===== config.mk =====
export PLATFORM = sky130hd
export DESIGN_NAME = wireless_poller_flat
export DESIGN_NICKNAME = d
export VERILOG_FILES = /design/src/rtl/wireless_pkg.sv /design/src/rtl/wireless_poller_if.sv /design/src/rtl/wireless_txn.sv /design/src/rtl/wireless_poller.sv /design/src/flat_wrapper.sv
export SDC_FILE = /design/constraint.sdc
export NUM_CORES = 1
export LEC_CHECK = 0
export CORE_UTILIZATION = 40
export DETAILED_ROUTE_END_ITERATION = 6
export PLACE_DENSITY = 0.6
export SYNTH_ARGS = -nofsm -noshare
export SYNTH_HDL_FRONTEND = slang
export SYNTH_SLANG_ARGS = --single-unit

===== constraint.sdc =====
create_clock -name clk -period 2.1 [get_ports clk]
set_input_delay 0.21 -clock clk [delete_from_list [all_inputs] [get_ports clk]]
set_output_delay 0.21 -clock clk [all_outputs]
set_load 0.02 [all_outputs]

===== src/rtl/wireless_pkg.sv =====
// Shared constants and state encodings for the wireless poller.
// No logic; command codes, the config acknowledge byte and FSM encodings.
// Imported by the poller top and its transaction engine.
package wireless_pkg;

    localparam logic [7:0] CMD_HR          = 8'd1;
    localparam logic [7:0] CMD_ANGLE_SIGN  = 8'd2;
    localparam logic [7:0] CMD_ANGLE_VALUE = 8'd3;
    localparam logic [7:0] CMD_SPEED       = 8'd4;
    localparam logic [7:0] CMD_INIT_HEART  = 8'd5;
    localparam logic [7:0] CMD_INIT_WHEEL  = 8'd6;
    localparam logic [7:0] CFG_ACK         = 8'd1;

    typedef enum logic [3:0] {
        ST_IDLE,
        ST_POLL_HR,
        ST_POLL_SIGN,
        ST_POLL_VAL,
        ST_POLL_SPD,
        ST_COMMIT,
        ST_CFG_INIT,
        ST_CFG_VAL,
        ST_CFG_END
    } poll_state_e;

    typedef enum logic [1:0] {
        TX_IDLE,
        TX_ARM,
        TX_WAIT
    } txn_state_e;

endpackage


===== src/rtl/wireless_poller_if.sv =====
// UART-side byte handshake between the poller (master) and the UART (slave).
// Latency: none, plain wires.
// Backpressure: is_transmitting holds off the next transmit pulse.
interface wireless_poller_if;
    logic       transmit;
    logic [7:0] tx_byte;
    logic       received;
    logic [7:0] rx_byte;
    logic       is_transmitting;
    logic       recv_error;

    modport master (
        output transmit, tx_byte,
        input  received, rx_byte, is_transmitting, recv_error
    );

    modport slave (
        input  transmit, tx_byte,
        output received, rx_byte, is_transmitting, recv_error
    );
endinterface


===== src/rtl/wireless_txn.sv =====
// One request/reply exchange: send a byte, wait for a single reply byte or time out.
// Latency: transmit 1 cycle after start once the line is free; done 1 cycle after reply/timeout.
// Backpressure: holds the transmit pulse while is_transmitting is high; one request in flight.
module wireless_txn
    import wireless_pkg::*;
#(
    parameter int RESP_TIMEOUT = 500_000
) (
    input  logic               clk,
    input  logic               rst_n,
    input  logic               start,
    input  logic [7:0]         req_byte,
    output logic               done,
    output logic               ok,
    output logic [7:0]         resp_byte,
    wireless_poller_if.master  uart
);

    localparam int              TW       = $clog2(RESP_TIMEOUT) + 1;
    localparam logic [TW-1:0]   TMO_LAST = TW'(RESP_TIMEOUT - 1);

    txn_state_e     state_q, state_d;
    logic [7:0]     byte_q, byte_d;
    logic [TW-1:0]  cnt_q, cnt_d;
    logic           done_q, done_d;
    logic           ok_q, ok_d;
    logic [7:0]     resp_q, resp_d;
    logic           transmit_c;

    // Next-state: arm on start, fire once the line is idle, then wait for reply or timeout.
    always_comb begin
        state_d    = state_q;
        byte_d     = byte_q;
        cnt_d      = cnt_q;
        done_d     = 1'b0;
        ok_d       = 1'b0;
        resp_d     = resp_q;
        transmit_c = 1'b0;
        case (state_q)
            TX_IDLE: begin
                if (start) begin
                    byte_d  = req_byte;
                    state_d = TX_ARM;
                end
            end
            TX_ARM: begin
                if (!uart.is_transmitting) begin
                    transmit_c = 1'b1;
                    cnt_d      = '0;
                    state_d    = TX_WAIT;
                end
            end
            TX_WAIT: begin
                if (uart.received) begin
                    done_d  = 1'b1;
                    ok_d    = 1'b1;
                    resp_d  = uart.rx_byte;
                    state_d = TX_IDLE;
                end else if (uart.recv_error || (cnt_q == TMO_LAST)) begin
                    done_d  = 1'b1;
                    state_d = TX_IDLE;
                end else begin
                    cnt_d = cnt_q + 1'b1;
                end
            end
            default: state_d = TX_IDLE;
        endcase
    end

    // State and datapath registers; reset abandons any request in flight.
    always_ff @(posedge clk or negedge rst_n) begin
        if (!rst_n) begin
            state_q <= TX_IDLE;
            byte_q  <= '0;
            cnt_q   <= '0;
            done_q  <= 1'b0;
            ok_q    <= 1'b0;
            resp_q  <= '0;
        end else begin
            state_q <= state_d;
            byte_q  <= byte_d;
            cnt_q   <= cnt_d;
            done_q  <= done_d;
            ok_q    <= ok_d;
            resp_q  <= resp_d;
        end
    end

    assign uart.transmit = transmit_c;
    assign uart.tx_byte  = byte_q;
    assign done          = done_q;
    assign ok            = ok_q;
    assign resp_byte     = resp_q;

endmodule


===== src/rtl/wireless_poller.sv =====
// Polls a remote sensor for HR/angle/speed each period and issues config writes on request.
// Latency: one poll round per POLL_CYCLES; results commit one cycle after the speed reply.
// Backpressure: one UART request outstanding; wraps arriving while busy are dropped.
module wireless_poller
    import wireless_pkg::*;
#(
    parameter int POLL_CYCLES  = 5_000_000,
    parameter int RESP_TIMEOUT = 500_000,
    parameter int ERR_W        = 8
) (
    input  logic               clk,
    input  logic               rst_n,
    wireless_poller_if.master  uart,
    input  logic               cfg_heart_req,
    input  logic [7:0]         cfg_heart_val,
    input  logic               cfg_wheel_req,
    input  logic [7:0]         cfg_wheel_val,
    output logic               cfg_done,
    output logic               cfg_err,
    output logic [7:0]         heartRate,
    output logic [9:0]         resolvedAngle,
    output logic [7:0]         speed,
    output logic               data_valid,
    output logic               link_ok,
    output logic [ERR_W-1:0]   err_count
);

    localparam int             PW        = $clog2(POLL_CYCLES) + 1;
    localparam logic [PW-1:0]  POLL_LAST = PW'(POLL_CYCLES - 1);

    poll_state_e      state_q, state_d;
    logic [PW-1:0]    timer_q, timer_d;
    logic             heart_pend_q, heart_pend_d;
    logic [7:0]       heart_val_q, heart_val_d;
    logic             wheel_pend_q, wheel_pend_d;
    logic [7:0]       wheel_val_q, wheel_val_d;
    logic             sel_wheel_q, sel_wheel_d;
    logic             cfg_fail_q, cfg_fail_d;
    logic             busy_q, busy_d;
    logic [7:0]       sh_hr_q, sh_hr_d;
    logic [1:0]       sh_sign_q, sh_sign_d;
    logic [7:0]       sh_val_q, sh_val_d;
    logic [7:0]       sh_spd_q, sh_spd_d;
    logic [7:0]       hr_q, hr_d;
    logic [9:0]       ang_q, ang_d;
    logic [7:0]       spd_q, spd_d;
    logic             dv_q, dv_d;
    logic             link_q, link_d;
    logic [ERR_W-1:0] err_q, err_d;
    logic             cdone_q, cdone_d;
    logic             cerr_q, cerr_d;

    logic             poll_wrap;
    logic             txn_state;
    logic             txn_start;
    logic [7:0]       txn_req;
    logic             txn_done;
    logic             txn_ok;
    logic [7:0]       txn_resp;
    logic             txn_good;
    logic             err_inc;

    wireless_txn #(.RESP_TIMEOUT(RESP_TIMEOUT)) u_txn (
        .clk       (clk),
        .rst_n     (rst_n),
        .start     (txn_start),
        .req_byte  (txn_req),
        .done      (txn_done),
        .ok        (txn_ok),
        .resp_byte (txn_resp),
        .uart      (uart)
    );

    assign poll_wrap = (timer_q == POLL_LAST);
    assign txn_state = (state_q == ST_POLL_HR)  || (state_q == ST_POLL_SIGN) ||
                       (state_q == ST_POLL_VAL) || (state_q == ST_POLL_SPD)  ||
                       (state_q == ST_CFG_INIT) || (state_q == ST_CFG_VAL);
    assign txn_start = txn_state && !busy_q;
    // A config step only counts if the reply arrived and it is the acknowledge byte.
    assign txn_good  = txn_ok && (txn_resp == CFG_ACK);

    // Request byte for the step the FSM is currently in.
    always_comb begin
        txn_req = '0;
        case (state_q)
            ST_POLL_HR:   txn_req = CMD_HR;
            ST_POLL_SIGN: txn_req = CMD_ANGLE_SIGN;
            ST_POLL_VAL:  txn_req = CMD_ANGLE_VALUE;
            ST_POLL_SPD:  txn_req = CMD_SPEED;
            ST_CFG_INIT:  txn_req = sel_wheel_q ? CMD_INIT_WHEEL : CMD_INIT_HEART;
            ST_CFG_VAL:   txn_req = sel_wheel_q ? wheel_val_q : heart_val_q;
            default:      txn_req = '0;
        endcase
    end

    // Sequencing FSM: config first, then poll rounds on timer wrap; any failure aborts to IDLE.
    always_comb begin
        state_d      = state_q;
        timer_d      = poll_wrap ? '0 : timer_q + 1'b1;
        heart_pend_d = heart_pend_q;
        heart_val_d  = heart_val_q;
        wheel_pend_d = wheel_pend_q;
        wheel_val_d  = wheel_val_q;
        sel_wheel_d  = sel_wheel_q;
        cfg_fail_d   = cfg_fail_q;
        busy_d       = busy_q;
        sh_hr_d      = sh_hr_q;
        sh_sign_d    = sh_sign_q;
        sh_val_d     = sh_val_q;
        sh_spd_d     = sh_spd_q;
        hr_d         = hr_q;
        ang_d        = ang_q;
        spd_d        = spd_q;
        dv_d         = 1'b0;
        link_d       = link_q;
        cdone_d      = 1'b0;
        cerr_d       = 1'b0;
        err_inc      = 1'b0;

        if (txn_start) busy_d = 1'b1;
        if (txn_done)  busy_d = 1'b0;

        case (state_q)
            ST_IDLE: begin
                if (heart_pend_q) begin
                    sel_wheel_d = 1'b0;
                    cfg_fail_d  = 1'b0;
                    state_d     = ST_CFG_INIT;
                end else if (wheel_pend_q) begin
                    sel_wheel_d = 1'b1;
                    cfg_fail_d  = 1'b0;
                    state_d     = ST_CFG_INIT;
                end else if (poll_wrap) begin
                    state_d = ST_POLL_HR;
                end
            end
            ST_POLL_HR, ST_POLL_SIGN, ST_POLL_VAL, ST_POLL_SPD: begin
                if (txn_done) begin
                    if (!txn_ok) begin
                        err_inc = 1'b1;
                        link_d  = 1'b0;
                        state_d = ST_IDLE;
                    end else begin
                        case (state_q)
                            ST_POLL_HR: begin
                                sh_hr_d = txn_resp;
                                state_d = ST_POLL_SIGN;
                            end
                            ST_POLL_SIGN: begin
                                sh_sign_d = txn_resp[1:0];
                                state_d   = ST_POLL_VAL;
                            end
                            ST_POLL_VAL: begin
                                sh_val_d = txn_resp;
                                state_d  = ST_POLL_SPD;
                            end
                            default: begin
                                sh_spd_d = txn_resp;
                                state_d  = ST_COMMIT;
                            end
                        endcase
                    end
                end
            end
            ST_COMMIT: begin
                hr_d    = sh_hr_q;
                ang_d   = {sh_sign_q, sh_val_q};
                spd_d   = sh_spd_q;
                dv_d    = 1'b1;
                link_d  = 1'b1;
                state_d = ST_IDLE;
            end
            ST_CFG_INIT: begin
                if (txn_done) begin
                    if (txn_good) begin
                        state_d = ST_CFG_VAL;
                    end else begin
                        cfg_fail_d = 1'b1;
                        state_d    = ST_CFG_END;
                    end
                end
            end
            ST_CFG_VAL: begin
                if (txn_done) begin
                    if (!txn_good) cfg_fail_d = 1'b1;
                    state_d = ST_CFG_END;
                end
            end
            ST_CFG_END: begin
                cdone_d = 1'b1;
                cerr_d  = cfg_fail_q;
                err_inc = cfg_fail_q;
                link_d  = !cfg_fail_q;
                if (sel_wheel_q) wheel_pend_d = 1'b0;
                else             heart_pend_d = 1'b0;
                state_d = ST_IDLE;
            end
            default: state_d = ST_IDLE;
        endcase

        // New requests win over the clear so a request landing on CFG_END is not lost.
        if (cfg_heart_req) begin
            heart_pend_d = 1'b1;
            heart_val_d  = cfg_heart_val;
        end
        if (cfg_wheel_req) begin
            wheel_pend_d = 1'b1;
            wheel_val_d  = cfg_wheel_val;
        end

        err_d = err_q;
        if (err_inc && (err_q != {ERR_W{1'b1}})) err_d = err_q + 1'b1;
    end

    // All poller state; reset clears outputs, timer and pending requests.
    always_ff @(posedge clk or negedge rst_n) begin
        if (!rst_n) begin
            state_q      <= ST_IDLE;
            timer_q      <= '0;
            heart_pend_q <= 1'b0;
            heart_val_q  <= '0;
            wheel_pend_q <= 1'b0;
            wheel_val_q  <= '0;
            sel_wheel_q  <= 1'b0;
            cfg_fail_q   <= 1'b0;
            busy_q       <= 1'b0;
            sh_hr_q      <= '0;
            sh_sign_q    <= '0;
            sh_val_q     <= '0;
            sh_spd_q     <= '0;
            hr_q         <= '0;
            ang_q        <= '0;
            spd_q        <= '0;
            dv_q         <= 1'b0;
            link_q       <= 1'b0;
            err_q        <= '0;
            cdone_q      <= 1'b0;
            cerr_q       <= 1'b0;
        end else begin
            state_q      <= state_d;
            timer_q      <= timer_d;
            heart_pend_q <= heart_pend_d;
            heart_val_q  <= heart_val_d;
            wheel_pend_q <= wheel_pend_d;
            wheel_val_q  <= wheel_val_d;
            sel_wheel_q  <= sel_wheel_d;
            cfg_fail_q   <= cfg_fail_d;
            busy_q       <= busy_d;
            sh_hr_q      <= sh_hr_d;
            sh_sign_q    <= sh_sign_d;
            sh_val_q     <= sh_val_d;
            sh_spd_q     <= sh_spd_d;
            hr_q         <= hr_d;
            ang_q        <= ang_d;
            spd_q        <= spd_d;
            dv_q         <= dv_d;
            link_q       <= link_d;
            err_q        <= err_d;
            cdone_q      <= cdone_d;
            cerr_q       <= cerr_d;
        end
    end

    assign heartRate     = hr_q;
    assign resolvedAngle = ang_q;
    assign speed         = spd_q;
    assign data_valid    = dv_q;
    assign link_ok       = link_q;
    assign err_count     = err_q;
    assign cfg_done      = cdone_q;
    assign cfg_err       = cerr_q;

endmodule


===== src/flat_wrapper.sv =====
// flat-port wrapper written by rule: the top's interface ports become plain ports
module wireless_poller_flat import wireless_pkg::*;
#(
    parameter int POLL_CYCLES  = 5_000_000,
    parameter int RESP_TIMEOUT = 500_000,
    parameter int ERR_W        = 8
)
  (clk, rst_n, cfg_heart_req, cfg_heart_val, cfg_wheel_req, cfg_wheel_val, cfg_done, cfg_err, heartRate, resolvedAngle, speed, data_valid, link_ok, err_count, uart_transmit, uart_tx_byte, uart_received, uart_rx_byte, uart_is_transmitting, uart_recv_error);
  wireless_poller_if uart_i ();
  input  logic clk;
  input  logic rst_n;
  input  logic cfg_heart_req;
  input  logic [7:0] cfg_heart_val;
  input  logic cfg_wheel_req;
  input  logic [7:0] cfg_wheel_val;
  output logic cfg_done;
  output logic cfg_err;
  output logic [7:0] heartRate;
  output logic [9:0] resolvedAngle;
  output logic [7:0] speed;
  output logic data_valid;
  output logic link_ok;
  output logic [ERR_W-1:0] err_count;
  output wire logic [$bits(uart_i.transmit)-1:0] uart_transmit;
  output wire logic [$bits(uart_i.tx_byte)-1:0] uart_tx_byte;
  input wire logic [$bits(uart_i.received)-1:0] uart_received;
  input wire logic [$bits(uart_i.rx_byte)-1:0] uart_rx_byte;
  input wire logic [$bits(uart_i.is_transmitting)-1:0] uart_is_transmitting;
  input wire logic [$bits(uart_i.recv_error)-1:0] uart_recv_error;
  assign uart_transmit = uart_i.transmit;
  assign uart_tx_byte = uart_i.tx_byte;
  assign uart_i.received = uart_received;
  assign uart_i.rx_byte = uart_rx_byte;
  assign uart_i.is_transmitting = uart_is_transmitting;
  assign uart_i.recv_error = uart_recv_error;
  wireless_poller #(.POLL_CYCLES(POLL_CYCLES), .RESP_TIMEOUT(RESP_TIMEOUT), .ERR_W(ERR_W)) u_core (.clk(clk), .rst_n(rst_n), .uart(uart_i), .cfg_heart_req(cfg_heart_req), .cfg_heart_val(cfg_heart_val), .cfg_wheel_req(cfg_wheel_req), .cfg_wheel_val(cfg_wheel_val), .cfg_done(cfg_done), .cfg_err(cfg_err), .heartRate(heartRate), .resolvedAngle(resolvedAngle), .speed(speed), .data_valid(data_valid), .link_ok(link_ok), .err_count(err_count));
endmodule

==> out/qor.yml, run 1 <==
status: "complete, no violations"
crit_family: "buffers and inverters"
cts_inserted_buffers: 17
stdcell_count: 912
endpoint_kind: "primary output"
gp_congestion: 0.872
ant_nets: 0
grt_pass1_vias: 4900
pre_cts_ws_ns: 0.0872
fp.dieW_um: 133
synth_top_cell_area_share_pct: 55.9
syn_inst: 569
cp_slowest_cell: "clkdlybuf4s50_1"
cts.reportedPaths.clkPinSlew_ns: 0.06
synthXorXnorAreaFrac_pct: 3.84
start_kind: "register"
die_h_um: 133
min_period_ns: 2.03
fin_util_pct: 52.4
overflow: 0
avgSynthCellArea_um2: 12.0
synth_top_family_by_area: "simple AND/OR/NAND/NOR gates"
drv_cap: 0
viasPerCell: 5.34
cp.arrival_ns: 1.82
ys_warn_count: 0
dr.pass1.iters: 5
io_pins: 78
synthMuxAreaShare_pct: 13.7
cts_tree: "yes"
grt_first_pass_wirelength_um: 25400
portBuffers: 77
grtUsageTotal_pct: 18.3
path_cells: "nand2b_1, nor2_1, clkdlybuf4s50_1"
crit_fanout: 5
synth_edf_count: 0
period_share_pct: 96.5
skew_ns: 0.00875
total_power_mw: 8.34
reg2regPathDepth: 5
final_area_um2: 8720
dpl_cell_area_um2: 8070
finalNetCount: 713
hp-class: "in -> async"
ys_types: 66
synth-simple-area-share_pct: 14.3
max_freq_mhz: 493
layout_setup_ws_ns: 0.0732
htree_levels: 4
synth_compound_area_share_pct: 9.50
initial_core_util_pct: 41.1
die-area_um2: 17600
diodes: 0
clk-insertion-delay-late_ns: 0.42
clock_path_buffers: 2
drt_iter0_drc: 300
cellPowerDensity_nw_per_um2: 956
crit_cells: 3
slew_violations: 0
synth_area_um2: 6850
dpl.hpwl_um: 10500
synthTopCellsByArea: "dfrtp_1 (56%), mux2_2 (13%), nand2_1 (2.4%)"
vias: 4873
ys.flop_type: "dfrtp_1"
grt_max_degree: 55
n_fill_cell: 1430
setup_viol: 0
largest_register_ffs: 24
path_class: "reg -> out"
hold_viol: 0
synth_adder_area_share_pct: 0.548
peakVddDrop_v: 0.000757
slew_headroom_pct: 64.0
synth_async_sr_flop_share_pct: 100
p_leak_nw: 3.86
synth_largest_area_cell: "dfrtp_1"
max_stage_delay_ns: 0.61
synth_nets: 603
ys_seq_elements: 153
ys_seq_area_share_pct: 55.9
dp_cells: 877
avgRoutedWirePerCell_um: 16.5
num_rows: 47
worst_pin_slew_ns: 0.539
regMostFlops: "u_core.timer_q"
wirelength_um: 15100
cts_num_sinks: 153
crit_buf_inv: 1
drc_errors: 0
syn_to_final_growth_pct: 27.4
layout-drive-gt1-share_pct: 24.0
ctsRootBufferMaster: "clkbuf_16"
grt_antenna_before_repair: 0
core_area_um2: 16600
critical_path_required_ns: 1.89
## report_power, final
group	internal, mW	switching (mW)
Clock	1.78	1.29
Sequential	3.24	0.359
Combinational	0.811	0.864
## cells in the final DEF (no fill, tap or decap), types with 4 or more instances in the layout
| cell | count |
|---|---|
| a21o_1 | 4 |
| a21oi_1 | 13 |
| a22o_1 | 4 |
| and3_1 | 9 |
| buf_4 | 36 |
| clkbuf_16 | 17 |
| clkdlybuf4s50_1 | 76 |
| clkinvlp_4 | 4 |
| dfrtp_1 | 153 |
| inv_1 | 7 |
| inv_6 | 5 |
| mux2_2 | 77 |
| mux2i_1 | 6 |
| nand2_1 | 44 |
| nand2b_1 | 4 |
| nand3_1 | 15 |
| nand4_1 | 17 |
| nor2_1 | 32 |
| nor2b_1 | 8 |
| nor3_1 | 6 |
| nor4_1 | 8 |
| nor4b_1 | 5 |
| o21ai_0 | 9 |
| o21ai_1 | 5 |
| o31ai_1 | 20 |
| o41ai_2 | 4 |
| xnor2_1 | 18 |
| xor2_1 | 12 |
## Yosys cell counts, types with 9 or more instances
cell / n
dfrtp_1: 153
mux2_2: 77
nand2_1: 44
nor2_1: 32
o31ai_1: 20
xnor2_1: 18
nand4_1: 17
clkbuf_1: 15
nand3_1: 15
a21oi_1: 13
xor2_1: 12
and3_1: 9
o21ai_0: 9
## logic make-up (layout without fill, tap and decap cells)
family | Yosys count | in the layout
AND/OR/NAND/NOR | 178 | 178
flip-flops | 153 | 153
AO/OA/AOI/OAI | 87 | 87
multiplexers | 84 | 84
buffers and inverters | 34 | 157
XOR/XNOR | 30 | 30
adder cells (fa/ha/maj) | 3 | 3
## timing repair
| item | in CTS | in global routing |
|---|---|---|
| buffers inserted | 0 | 2 |
| resized for setup | 0 | 5 |
| endpoints found under the setup margin | 0 | 8 |
| hold buffers | 1 | 0 |
| hold endpoints to repair | 50 | 0 |
## layout make-up
class / instances / area, um^2 / area share (%)
clock inverter: 14 / 163 / 1.87
tap: 220 / 275 / 3.16
multi-input combinational: 382 / 2900 / 33.2
timing repair buffer: 116 / 1090 / 12.5
clock buffer: 18 / 429 / 4.92
inverter: 9 / 33.8 / 0.387
sequential: 153 / 3830 / 43.9
## routing by layer
| metal | routed length (um) | up-vias | share of wire, % | track usage [%] |
|---|---|---|---|---|
| li1 | - | 2297 | - | - |
| met1 | 7280 | 2410 | 48 | 26.1 |
| met2 | 6930 | 147 | 46 | 27.5 |
| met3 | 633 | 19 | 4.2 | 4.02 |
| met4 | 222 | 0 | 1.5 | 6.07 |
| met5 | 0 | - | 0 | 0 |
## final timing paths
path / start / endpoint / slack (ns)
max in group asynchronous: rst_n / u_core.timer_q[1]$_DFF_PN0_ / 1.11
min in group clk: cfg_wheel_val[5] / u_core.wheel_val_q[5]$_DFFE_PN0P_ / 0.40
worst min-delay path: rst_n / u_core.timer_q[21]$_DFF_PN0_ / 0.31
worst max-delay path: u_core.u_txn.state_q[1]$_DFFE_PN0P_ / uart_transmit / 0.07
worst min register to register: u_core.err_count[5]$_DFFE_PN0P_ / u_core.err_count[5]$_DFFE_PN0P_ / 0.49
worst max register to register: u_core.u_txn.cnt_q[6]$_DFFE_PN0P_ / u_core.u_txn.cnt_q[19]$_DFFE_PN0P_ / 0.12
## per-stage QoR
step | TNS (ns) | hold WS (ns)
final | 0 | 0.313
after global routing | -0.0353 | 0.345
after CTS | 0 | 0.334
after detailed placement | 0 | 0.216
after global placement | 0 | 0.206
after floorplan | 0 | -0.0856
No activity file was read; power rests on OpenSTA's default activity.
==> run 2, diff against run 1 <==
GPL_ROUTABILITY_DRIVEN = 0   (was not set)
==> out/qor.yml, run 2 (synthesized netlist as in run 1, its figures left out) <==
status: "complete, no violations"
slew_headroom_pct: 62.2
clockPowerShare_pct: 36.6
dr.pass1.iters: 5
grt_first_pass_wirelength_um: 24900
htree_levels: 4
rrSetupSlack_ns: 0.13
r2r_start: "u_core.u_txn.cnt_q[6]$_DFFE_PN0P_"
path_class: "reg -> out"
ctsRootBufferMaster: "clkbuf_16"
worst_pin_slew_ns: 0.568
path_cells: "nand2b_1, nor2_1, clkdlybuf4s50_1"
drc_errors: 0
layout-drive-gt1-share_pct: 23.4
peakVddDrop_v: 0.000625
setup_viol: 0
viasPerCell: 5.36
die-area_um2: 17600
comb_power_share_pct: 20.3
largest_register_ffs: 24
r2r-end: "u_core.u_txn.cnt_q[9]$_DFFE_PN0P_"
core_area_um2: 16600
met1Wirelength_um: 7050
final_common_cell: "dfrtp_1"
cts_setup_buffers: 0
cellPowerDensity_nw_per_um2: 959
max_freq_mhz: 499
grt_max_degree: 79
cp_slowest_cell: "clkdlybuf4s50_1"
cp.arrival_ns: 1.79
cts_tree: "yes"
crit_buf_inv: 1
hold_viol: 0
vias: 4892
regMostFlops: "u_core.timer_q"
regArea_um2: 3830
slew_violations: 0
rsz0062_at_grt: "no"
critical_path_required_ns: 1.89
wirelength_um: 14800
dpl.hpwl_um: 10500
initial_core_util_pct: 41.1
final_area_um2: 8730
cts_num_sinks: 153
grtUsageTotal_pct: 17.9
dpl_cell_area_um2: 8110
netSwitchingPower_mw: 2.49
cts.reportedPaths.clkPinSlew_ns: 0.06
reg2regPathDepth: 6
ant_nets: 0
min_period_ns: 2.00
avgRoutedWirePerCell_um: 16.2
route.met3.wl_um: 578
crit_family: "buffers and inverters"
endpoint_kind: "primary output"
p_leak_nw: 3.88
overflow: 0
drt_iter0_drc: 221
fp.dieW_um: 133
clock_path_buffers: 2
finalNetCount: 714
diodes: 0
n_fill_cell: 1443
clk-insertion-delay-late_ns: 0.41
fin_setup_tns_ns: 0
multi_input_area_um2: 2880
period_share_pct: 95.4
start_kind: "register"
dr_wl_met2_um: 7030
die_h_um: 133
switching_share_pct: 29.7
syn_to_final_growth_pct: 27.6
skew_ns: 0.00650
mostFrequentLayoutCells: "dfrtp_1 (153), mux2_2 (77), clkdlybuf4s50_1 (76)"
cts_inserted_buffers: 17
grt_antenna_before_repair: 0
internal-power_mw: 5.89
highest_layer: "met4"
drv_cap: 0
crit_fanout: 5
seqPwrFrac_pct: 43.1
grt_pass1_vias: 4883
max_stage_delay_ns: 0.61
portBuffers: 77
num_rows: 47
io_pins: 78
hp-class: "in -> async"
-- run 2: power by group through the flow --
stage	clock network (mW)	registers [mW]	logic (mW)
floorplan	0	3.57	1.02
global placement	0	3.65	1.67
detailed placement	0	3.67	1.69
CTS	3.14	3.62	1.71
global route	3.27	3.66	1.88
finish	3.06	3.61	1.70
-- run 2: how the worst max path moves through the flow --
stage                                              from                                 end  slack [ns]  cells after the start
detailed placement                      uart_recv_error   u_core.u_txn.cnt_q[8]$_DFFE_PN0P_         0.1                      6
CTS                 u_core.u_txn.state_q[1]$_DFFE_PN0P_                       uart_transmit        0.08                      3
floorplan             u_core.u_txn.cnt_q[9]$_DFFE_PN0P_  u_core.u_txn.cnt_q[13]$_DFFE_PN0P_        0.25                      7
global placement                        uart_recv_error   u_core.u_txn.cnt_q[8]$_DFFE_PN0P_        0.15                      6
global route          u_core.u_txn.cnt_q[6]$_DFFE_PN0P_  u_core.u_txn.cnt_q[17]$_DFFE_PN0P_      0.0006                      5
finish              u_core.u_txn.state_q[1]$_DFFE_PN0P_                       uart_transmit         0.1                      3
-- run 2: layout make-up --
class                   count  area share (%)
clock inverters            13            1.85
inverters                   9           0.387
clock buffers              19            5.07
well taps                 220            3.15
repair buffers            117            12.7
multi-input cells         382            33.0
flip-flops and latches    153            43.8
-- run 2: timing repair --
item | 4_1_cts | 5_1_grt
endpoints found under the hold margin | 75 | 0
hold buffers | 1 | 0
gates resized for setup | 0 | 1
endpoints found under the setup margin | 0 | 3
-- run 2: layer usage --
layer | global-route usage [%] | vias to the layer above
li1 | - | 2310
met1 | 25.1 | 2447
met2 | 28.0 | 120
met3 | 3.68 | 15
met4 | 4.98 | 0
met5 | 0 | -
-- run 2: per-stage QoR --
| stage | std cells | worst slack [ns] | hold slack, ns | total power, mW | utilization (%) |
|---|---|---|---|---|---|
| floorplan | 569 | 0.246 | -0.0856 | 4.59 | - |
| global placement | 880 | 0.146 | 0.0802 | 5.32 | 48.7 |
| detailed placement | 880 | 0.0998 | 0.0844 | 5.36 | 48.7 |
| CTS | 913 | 0.0834 | 0.207 | 8.47 | 52.4 |
| global route | 913 | 0.000573 | 0.218 | 8.81 | 52.5 |
| finish | 913 | 0.0975 | 0.220 | 8.38 | 52.5 |
==> run 3, diff against run 2 <==
CORE_UTILIZATION = 50   (was 40)
MAX_ROUTING_LAYER = met4   (was not set)
PLACE_DENSITY = 0.72   (was 0.6)
==> out/qor.yml, run 3 (synthesized netlist as in run 1, its figures left out) <==
status: "complete, no violations"
hp-class: "in -> async"
final_common_cell: "dfrtp_1"
drv_cap: 0
drc_errors: 0
skew_ns: 0.00696
period_share_pct: 96.1
largest_register_ffs: 24
syn_to_final_growth_pct: 26.9
grtUsageTotal_pct: 23.4
cts.reportedPaths.clkPinSlew_ns: 0.06
crit_fanout: 5
grt_antenna_before_repair: 0
min_period_ns: 2.02
grt_max_degree: 56
cp_slowest_cell: "dfrtp_1"
overflow: 0
viasPerCell: 5.79
grt_first_pass_wirelength_um: 25100
die-area_um2: 14200
grt_pass1_vias: 5069
peakVddDrop_v: 0.000806
r2r_start: "u_core.u_txn.cnt_q[1]$_DFFE_PN0P_"
r2r-end: "u_core.u_txn.cnt_q[9]$_DFFE_PN0P_"
endpoint_kind: "register"
slew_headroom_pct: 63.4
dpl_cell_area_um2: 7980
vias: 4994
cp.arrival_ns: 2.32
crit_path_end: "u_core.u_txn.cnt_q[9]$_DFFE_PN0P_"
avgRoutedWirePerCell_um: 17.2
io_pins: 78
drt_iter0_drc: 438
diodes: 0
dpl.hpwl_um: 10300
fin_setup_tns_ns: 0
portBuffers: 77
num_rows: 42
cts_tree: "yes"
critical_path_required_ns: 2.40
total_power_mw: 8.63
timing.hold.ws_ns: 0.315
layout-drive-gt1-share_pct: 23.2
start_kind: "register"
wirelength_um: 14900
cts_num_sinks: 153
crit_cells: 7
p_leak_nw: 3.86
reg2regPathDepth: 7
mostFrequentLayoutCells: "dfrtp_1 (152), mux2_2 (77), clkdlybuf4s50_1 (76)"
ctsRootBufferMaster: "clkbuf_16"
initial_core_util_pct: 51.5
die_h_um: 119
fp.dieW_um: 119
final_area_um2: 8680
clock_path_buffers: 2
critical_path.startpoint: "u_core.u_txn.cnt_q[1]$_DFFE_PN0P_"
finalNetCount: 708
htree_levels: 4
max_stage_delay_ns: 0.43
ant_nets: 0
crit_buf_inv: 1
rrSetupSlack_ns: 0.08
max_freq_mhz: 495
core_area_um2: 13300
worst_pin_slew_ns: 0.544
path_class: "reg -> reg"
hold_viol: 0
dr.pass1.iters: 5
crit_family: "compound AO/OA/AOI/OAI gates"
clk-insertion-delay-late_ns: 0.42
cts_inserted_buffers: 17
slew_violations: 0
cellPowerDensity_nw_per_um2: 994
setup_viol: 0
path_cells: "ha_4, and4_1, nand4_1, o41ai_4, buf_4, nor2_2, a221o_1"
regMostFlops: "u_core.timer_q"
==> run 3: changes by cell type in the layout (fill, tap and decap cells not counted), moves of 2 or more <==
cell / previous run / this run
bufinv_16: 2 / 5
buf_4: 36 / 31
inv_6: 3 / 1
clkinvlp_4: 4 / 2
==> run 3: power by group <==
part | leakage [nW] | switching [mW] | internal (mW)
Clock | 0.310 | 1.18 | 2.17
Sequential | 2.04 | 0.370 | 3.24
Combinational | 1.51 | 0.863 | 0.810
Total | 3.86 | 2.41 | 6.22
==> run 3: repair_timing <==
action                                 in CTS  in global routing
buffers inserted                            0                  2
pin swaps                                   0                  2
hold buffers                                1                  0
setup endpoints to repair                  12                  7
endpoints found under the hold margin      51                  0
gates resized for setup                     1                  5
==> run 3: area by class of cell <==
| cell class | instances | area (um^2) |
|---|---|---|
| fill | 1041 | 4610 |
| tap | 176 | 220 |
| clock inverter | 10 | 191 |
| inverter | 9 | 33.8 |
| multi-input combinational | 382 | 2890 |
| clock buffer | 21 | 460 |
| sequential | 153 | 3830 |
| timing repair buffer | 111 | 1050 |
==> run 3: per-layer routing <==
metal	vias to the layer above	global-route usage, %	wire (um)
met5	-	-	0
met4	0	8.31	265
met3	29	5.70	703
met2	170	35.5	7160
met1	2503	30.8	6730
li1	2292	-	-
==> run 3: through the flow <==
stage,util [%],worst slack [ns],instances
6_report,65.3,0.0817,862
5_1_grt,65.3,-0.0315,862
4_1_cts,65.0,0.0762,860
3_5_place_dp,60.0,-0.0495,828
3_3_place_gp,60.0,0.0597,828
2_1_floorplan,-,0.246,569
==> run 3: worst register-to-register path, stage by stage, from the launching register on <==
cell and delay (ns):
dfrtp_1 0.43, ha_4 0.18, and4_1 0.22, nand4_1 0.15
o41ai_4 0.37, buf_4 0.20, nor2_2 0.06, a221o_1 0.29
==> run 3: worst min path at each step <==
| stage | endpoint | slack [ns] | cells past startpoint |
|---|---|---|---|
| detailed placement | u_core.timer_q[14]$_DFF_PN0_ | 0.20 | 1 |
| global placement | u_core.err_count[5]$_DFFE_PN0P_ | 0.20 | 1 |
| finish | u_core.err_count[5]$_DFFE_PN0P_ | 0.32 | 2 |
| global route | u_core.err_count[5]$_DFFE_PN0P_ | 0.37 | 2 |
| CTS | u_core.timer_q[14]$_DFF_PN0_ | 0.31 | 2 |
| floorplan | u_core.busy_q$_DFFE_PN0P_ | -0.09 | 0 |
